File: src/rtl/rtype_pkg.sv
// Shared constants for the R-type execute controller: opcode/funct codes,
// result-mux select values, FSM state encoding and the funct decoder.
package rtype_pkg;

    localparam logic [5:0] OP_RTYPE = 6'h00;

    localparam logic [5:0] FN_SLL = 6'h00;
    localparam logic [5:0] FN_SRL = 6'h02;
    localparam logic [5:0] FN_SRA = 6'h03;
    localparam logic [5:0] FN_ADD = 6'h20;
    localparam logic [5:0] FN_SUB = 6'h22;
    localparam logic [5:0] FN_AND = 6'h24;
    localparam logic [5:0] FN_OR  = 6'h25;
    localparam logic [5:0] FN_XOR = 6'h26;
    localparam logic [5:0] FN_NOR = 6'h27;
    localparam logic [5:0] FN_SLT = 6'h2A;

    localparam logic [1:0] SEL_ARITH = 2'd0;
    localparam logic [1:0] SEL_LOGIC = 2'd1;
    localparam logic [1:0] SEL_SHIFT = 2'd2;
    localparam logic [1:0] SEL_CMP   = 2'd3;

    localparam logic [1:0] ST_IDLE = 2'd0;
    localparam logic [1:0] ST_READ = 2'd1;
    localparam logic [1:0] ST_EXEC = 2'd2;
    localparam logic [1:0] ST_WB   = 2'd3;

    typedef struct packed {
        logic       legal;
        logic [1:0] sel;
    } dec_t;

    function automatic dec_t decode_rtype(input logic [5:0] op, input logic [5:0] fn);
        dec_t d;
        d.legal = (op == OP_RTYPE);
        d.sel   = SEL_ARITH;
        case (fn)
            FN_ADD, FN_SUB:                 d.sel = SEL_ARITH;
            FN_AND, FN_OR, FN_XOR, FN_NOR:  d.sel = SEL_LOGIC;
            FN_SLL, FN_SRL, FN_SRA:         d.sel = SEL_SHIFT;
            FN_SLT:                         d.sel = SEL_CMP;
            default:                        d.legal = 1'b0;
        endcase
        if (!d.legal) d.sel = SEL_ARITH;
        return d;
    endfunction

endpackage

File: src/rtl/regfile_2r1w.sv
// Register file: two registered read ports, one write port, entry 0 fixed
// at zero, plus a combinational debug read port.
module regfile_2r1w #(
    parameter int DATA_W = 32,
    parameter int NREGS  = 32
) (
    input  logic              clk,
    input  logic              reset,
    input  logic              re,
    input  logic [4:0]        ra_addr,
    input  logic [4:0]        rb_addr,
    output logic [DATA_W-1:0] ra_data,
    output logic [DATA_W-1:0] rb_data,
    input  logic              we,
    input  logic [4:0]        w_addr,
    input  logic [DATA_W-1:0] w_data,
    input  logic [4:0]        dbg_addr,
    output logic [DATA_W-1:0] dbg_data
);

    logic [DATA_W-1:0] mem_reg [NREGS];

    // Every entry clears on reset, so each one is its own flop group.
    generate
        for (genvar gi = 0; gi < NREGS; gi++) begin : g_entry
            always_ff @(posedge clk) begin
                if (reset || gi == 0) begin
                    mem_reg[gi] <= '0;
                end else if (we && w_addr == 5'(gi)) begin
                    mem_reg[gi] <= w_data;
                end
            end
        end
    endgenerate

    always_ff @(posedge clk) begin
        if (reset) begin
            ra_data <= '0;
            rb_data <= '0;
        end else if (re) begin
            ra_data <= mem_reg[ra_addr];
            rb_data <= mem_reg[rb_addr];
        end
    end

    assign dbg_data = mem_reg[dbg_addr];

endmodule

File: src/rtl/rtype_exec_ctrl.sv
// Multi-cycle R-type execute/write-back controller (IDLE->READ->EXEC->WB).
// Define OVF_TRAP_EN to suppress the write-back of overflowing add/sub.
module rtype_exec_ctrl
    import rtype_pkg::*;
#(
    parameter int DATA_W = 32,
    parameter int NREGS  = 32
) (
    input  logic              clk,
    input  logic              reset,
    input  logic              in_valid,
    output logic              in_ready,
    input  logic [31:0]       instr,
    output logic [DATA_W-1:0] res_arith,
    output logic [DATA_W-1:0] res_logic,
    output logic [DATA_W-1:0] res_shift,
    output logic [DATA_W-1:0] res_cmp,
    output logic [1:0]        wb_sel,
    input  logic [DATA_W-1:0] wb_data,
    output logic              done,
    output logic              illegal,
    output logic              ovf,
    input  logic [4:0]        dbg_addr,
    output logic [DATA_W-1:0] dbg_data
);

    logic [1:0]        state_reg, state_next;
    logic [31:0]       instr_reg;
    logic [DATA_W-1:0] a_q, b_q;
    logic [DATA_W-1:0] arith_reg, logic_reg, shift_reg, cmp_reg;
    logic [DATA_W-1:0] arith_next, logic_next, shift_next, cmp_next;
    logic [DATA_W-1:0] sum, diff;
    logic [1:0]        sel_reg;
    logic              illegal_reg, ovf_reg, ovf_next, is_sub, wr_en;
    dec_t              dec;

    wire [5:0] op_f    = instr_reg[31:26];
    wire [4:0] rs_f    = instr_reg[25:21];
    wire [4:0] rt_f    = instr_reg[20:16];
    wire [4:0] rd_f    = instr_reg[15:11];
    wire [4:0] shamt_f = instr_reg[10:6];
    wire [5:0] fn_f    = instr_reg[5:0];

    always_comb begin
        state_next = state_reg;
        case (state_reg)
            ST_IDLE: if (in_valid) state_next = ST_READ;
            ST_READ: state_next = ST_EXEC;
            ST_EXEC: state_next = ST_WB;
            default: state_next = ST_IDLE;
        endcase
    end

    always_comb begin
        dec    = decode_rtype(op_f, fn_f);
        sum    = a_q + b_q;
        diff   = a_q - b_q;
        is_sub = (fn_f == FN_SUB);
        arith_next = is_sub ? diff : sum;
        // Signed overflow: result sign differs from A where the operand signs make it impossible.
        ovf_next = dec.legal && (dec.sel == SEL_ARITH) &&
                   (is_sub ? ((a_q[DATA_W-1] != b_q[DATA_W-1]) && (diff[DATA_W-1] != a_q[DATA_W-1]))
                           : ((a_q[DATA_W-1] == b_q[DATA_W-1]) && (sum[DATA_W-1]  != a_q[DATA_W-1])));
        case (fn_f[1:0])
            2'b00:   logic_next = a_q & b_q;
            2'b01:   logic_next = a_q | b_q;
            2'b10:   logic_next = a_q ^ b_q;
            default: logic_next = ~(a_q | b_q);
        endcase
        case (fn_f[1:0])
            2'b00:   shift_next = b_q << shamt_f;
            2'b10:   shift_next = b_q >> shamt_f;
            default: shift_next = $unsigned($signed(b_q) >>> shamt_f);
        endcase
        cmp_next = {{(DATA_W-1){1'b0}}, ($signed(a_q) < $signed(b_q))};
        if (!dec.legal) begin
            arith_next = '0;
            logic_next = '0;
            shift_next = '0;
            cmp_next   = '0;
        end
    end

    always_ff @(posedge clk) begin
        if (reset) begin
            state_reg   <= ST_IDLE;
            instr_reg   <= '0;
            arith_reg   <= '0;
            logic_reg   <= '0;
            shift_reg   <= '0;
            cmp_reg     <= '0;
            sel_reg     <= SEL_ARITH;
            illegal_reg <= 1'b0;
            ovf_reg     <= 1'b0;
        end else begin
            state_reg <= state_next;
            if (state_reg == ST_IDLE && in_valid) instr_reg <= instr;
            if (state_reg == ST_EXEC) begin
                arith_reg   <= arith_next;
                logic_reg   <= logic_next;
                shift_reg   <= shift_next;
                cmp_reg     <= cmp_next;
                sel_reg     <= dec.sel;
                illegal_reg <= ~dec.legal;
                ovf_reg     <= ovf_next;
            end
        end
    end

    assign in_ready  = (state_reg == ST_IDLE);
    assign done      = (state_reg == ST_WB);
    assign illegal   = done & illegal_reg;
    assign ovf       = done & ovf_reg;
    assign res_arith = arith_reg;
    assign res_logic = logic_reg;
    assign res_shift = shift_reg;
    assign res_cmp   = cmp_reg;
    assign wb_sel    = sel_reg;

`ifdef OVF_TRAP_EN
    assign wr_en = done && !illegal_reg && !ovf_reg && (rd_f != 5'd0);
`else
    assign wr_en = done && !illegal_reg && (rd_f != 5'd0);
`endif

    regfile_2r1w #(.DATA_W(DATA_W), .NREGS(NREGS)) u_regfile (
        .clk      (clk),
        .reset    (reset),
        .re       (state_reg == ST_READ),
        .ra_addr  (rs_f),
        .rb_addr  (rt_f),
        .ra_data  (a_q),
        .rb_data  (b_q),
        .we       (wr_en),
        .w_addr   (rd_f),
        .w_data   (wb_data),
        .dbg_addr (dbg_addr),
        .dbg_data (dbg_data)
    );

endmodule

File: config.mk
export PLATFORM = sky130hd
export DESIGN_NAME = rtype_exec_ctrl
export DESIGN_NICKNAME = d
export VERILOG_FILES = /design/src/rtl/rtype_pkg.sv /design/src/rtl/regfile_2r1w.sv /design/src/rtl/rtype_exec_ctrl.sv
export SDC_FILE = /design/constraint.sdc
export NUM_CORES = 2
export LEC_CHECK = 0
export CELL_PAD_IN_SITES_DETAIL_PLACEMENT = 1
export CELL_PAD_IN_SITES_GLOBAL_PLACEMENT = 2
export CORE_ASPECT_RATIO = 1.75
export CORE_MARGIN = 5
export CORE_UTILIZATION = 45
export CTS_CLUSTER_DIAMETER = 40
export DETAILED_ROUTE_END_ITERATION = 6
export PLACE_DENSITY = 0.91
export SYNTH_ARGS = -nofsm -noshare
export SYNTH_HDL_FRONTEND = slang
export SYNTH_SLANG_ARGS = --single-unit
File: constraint.sdc
create_clock -name clk -period 5.1 [get_ports clk]
set_input_delay 1.02 -clock clk [delete_from_list [all_inputs] [get_ports clk]]
set_output_delay 1.02 -clock clk [all_outputs]
set_load 0.005 [all_outputs]
==> flow_summary.toml <==
[power]
p_sw_share_pct = 34.58
p_sw_uw = 11240
p_seq_share_pct = 36.8
ir_drop_mv = 0.3487
power_leakage_uw = 0.02985
internal-power_uw = 21270
power_frac_clock_pct = 32.6
power.density_nw_per_um2 = 375.3
combinationalPowerShare_pct = 30.6

[clock_tree]
cts.repair.resized = 0
insertion_delay_ns = 0.85
postCtsHoldBufs = 0
clock-sinks = 1191
cts.reportedPaths.clkPinSlew_ns = 0.06
tritoncts.num_buffers = 146
h-tree-depth = 4
cts_tree = "done"
cts_setup_buffers = 0
clockBufferDepth = 4
ctsRootBufferMaster = "clkbuf_16"

[yosys]
async_flop_share_pct = 0
ys_types = 85
synth_edf_count = 992
synthFlopType = "edfxtp_1"
synth.cell_area_um2 = 76940
synth.avg_cell_area_um2 = 13.40
yosysSeqAreaShare_pct = 43.89
ys_warn_count = 0
synth_cells = 5742
ys_ff_latch = 1191

[placement]
dpl.hpwl_um = 206900
port_buffers = 206
finalWeightedCongestion = 0.9494
place_area_um2 = 81710

[critical_path]
reg2reg_slack_ns = 1.03
reg2regPathDepth = 7
worstPathCellList = "buf_8 -> buf_4 -> mux4_2 -> mux4_2 -> mux2_2 -> clkdlybuf4s50_1"
cp.buffers_inverters = 3
cp_common_cell = "mux4_2"
crit_path_max_fanout = 46
cp_top_family = "multiplexers"
critical_path.max_stage_delay_ns = 0.55
crit_type = "input pin to output pin"
cp.required_ns = 4.08
cp_slowest_cell = "mux4_2"
critPathLaunchType = "input pin"
cp-end-kind = "output pin"
r2r-end = "u_regfile.mem_reg[6][29]$_SDFFCE_PN0P_"
r2r_start = "state_reg[0]$_SDFFE_PP0P_"
worst_ep_arrival_time_ns = 3.93

[finish]
nNetsFinal = 5855
nFillCells = 16500
largest_reg_flops = 992
layout_commonest_cell = "and2_1"
layout-drive-gt1-share_pct = 28.29
design_area_um2 = 86640
final_cell_mix = "and2_1, edfxtp_1, mux4_2"
area_growth_pct = 12.60

[detailed_routing]
drt_iter0_drc = 9014
ant_nets = 0
viasPerCell = 7.249
vias = 58480
drc = 0
wire_per_inst_um = 40.23
drt_first_pass_iters = 5
drt_wl_total_um = 324500

[hold_path]
whs_path_depth = 2
min_from = "res_shift[2]$_SDFFE_PP0P_"
hold_end = "res_shift[2]$_SDFFE_PP0P_"
hold_class = "flip-flop to flip-flop"

[sta]
max_freq_ghz = 0.2018
final_max_slew_viol_count = 22
hold-worst-slack_ns = 0.4454
grt_setup_unrepaired = "false"
period_minus_slack_ns = 4.954
min_period_over_period_pct = 97.15
fin_setup_tns_ns = 0
hold_violations = 0
tightest_slew_ns = 1.502
max_slew_margin_pct = -0.3405
setup_viol = 0
clock_skew_ns = 0.07197

[floorplanning]
start_util_pct = 45.28
fp-row-count = 200
ioPinCount = 238
fp.dieW_um = 322.6
die_h_um = 557.0
die-area_um2 = 179700
core-area_um2 = 169900

[global_route]
gr-usage-all-layers_pct = 35.36
first_global_vias = 60240
grt_max_degree = 101
grt_overflow = 0
grt_pass1_wl_um = 451600
antenna_found_initial = 55

[run_status]
violations = "capacitance limit, slew limit"
status = "finished, violations left"

[run]
maxCapViolCount = 1
-- final cells by class --
type | instances | area (um^2) | share of cell area [%]
clock buffers | 167 | 3782 | 4.366
well taps | 2222 | 2780 | 3.209
multi-input cells | 3845 | 40730 | 47.01
repair buffers | 383 | 3996 | 4.613
diodes | 69 | 172.7 | 0.1993
clock inverters | 87 | 970.9 | 1.121
flip-flops and latches | 1191 | 33820 | 39.04
inverters | 103 | 386.6 | 0.4462
-- kinds of logic after synthesis --
kind of cell / Yosys count / synth area share, %
buffers and inverters: 736 / 4.098
multiplexers: 1257 / 31.39
flip-flops: 1191 / 43.89
adder cells (fa/ha/maj): 113 / 1.857
AND/OR/NAND/NOR: 1682 / 11.88
other: 1 / 0.004874
AO/OA/AOI/OAI: 703 / 6.197
XOR/XNOR: 59 / 0.6716
-- per-layer routing --
metal  routed length, um  part of all wire [%]  GRT usage, %  up-vias
met3               40040                    12         9.866     1727
met5                 155                 0.048       0.02710        -
met2              153700                    47         56.94     5323
li1                    -                     -             -    22020
met4               32430                    10         29.94       22
met1               98200                    30         38.58    29390
-- per-stage QoR --
| step | utilization, % | total power, uW | worst slack, ns | cells |
|---|---|---|---|---|
| after floorplan | - | 18180 | 0.9075 | 5772 |
| final | 50.99 | 32520 | 0.1456 | 8067 |
| after global routing | 50.94 | 33300 | 0.1193 | 8031 |
| after detailed placement | 48.09 | 21760 | 0.1720 | 7744 |
| after CTS | 50.89 | 32270 | 0.1830 | 7998 |
| after global placement | 48.09 | 21480 | 0.2347 | 7744 |
-- cell usage after synthesis (all sizes together) (16+ instances only) --
cell type | instances | area, um^2
and2 | 999 | 6250
edfxtp | 992 | 29790
mux4 | 905 | 20380
clkbuf | 412 | 1546
nor2 | 280 | 1054
nand2 | 264 | 993.5
buf | 221 | 1220
a21oi | 210 | 1074
mux2 | 200 | 2252
dfxtp | 199 | 3984
mux2i | 152 | 1521
ha | 111 | 1389
a22o | 103 | 902.1
inv | 102 | 382.9
o21ai | 100 | 500.5
o211ai | 59 | 442.9
xnor2 | 57 | 499.2
o21bai | 41 | 311.6
nor3 | 36 | 180.2
nand3 | 30 | 155.1
a211oi | 24 | 180.2
nor2b | 18 | 112.6
a31oi | 17 | 106.4
a21o | 16 | 120.1
o31ai | 16 | 120.1
-- worst reg2reg max path, stage by stage, from the launching register on --
cell	delay, ns
dfxtp_1	0.45
ha_1	0.42
nor3b_2	0.76
nand2b_1	0.17
o21bai_2	0.49
nor2_4	0.93
buf_4	0.53
and2_1	0.19
-- worst max-delay path by stage --
stage / cells past startpoint / from / endpoint
floorplan: 6 / dbg_addr[0] / dbg_data[10]
global placement: 6 / dbg_addr[0] / dbg_data[15]
detailed placement: 6 / dbg_addr[0] / dbg_data[15]
CTS: 6 / dbg_addr[0] / dbg_data[18]
global route: 6 / dbg_addr[0] / dbg_data[15]
finish: 6 / dbg_addr[0] / dbg_data[18]
-- power by group through the flow --
| stage | Clock (uW) | Sequential [uW] | Combinational, uW |
|---|---|---|---|
| finish | 10600 | 12000 | 9950 |
| global route | 11100 | 12000 | 10300 |
| CTS | 10600 | 11900 | 9720 |
| detailed placement | 0 | 12100 | 9650 |
| global placement | 0 | 12000 | 9440 |
| floorplan | 0 | 11400 | 6760 |
(Power assumes the default switching activity.)
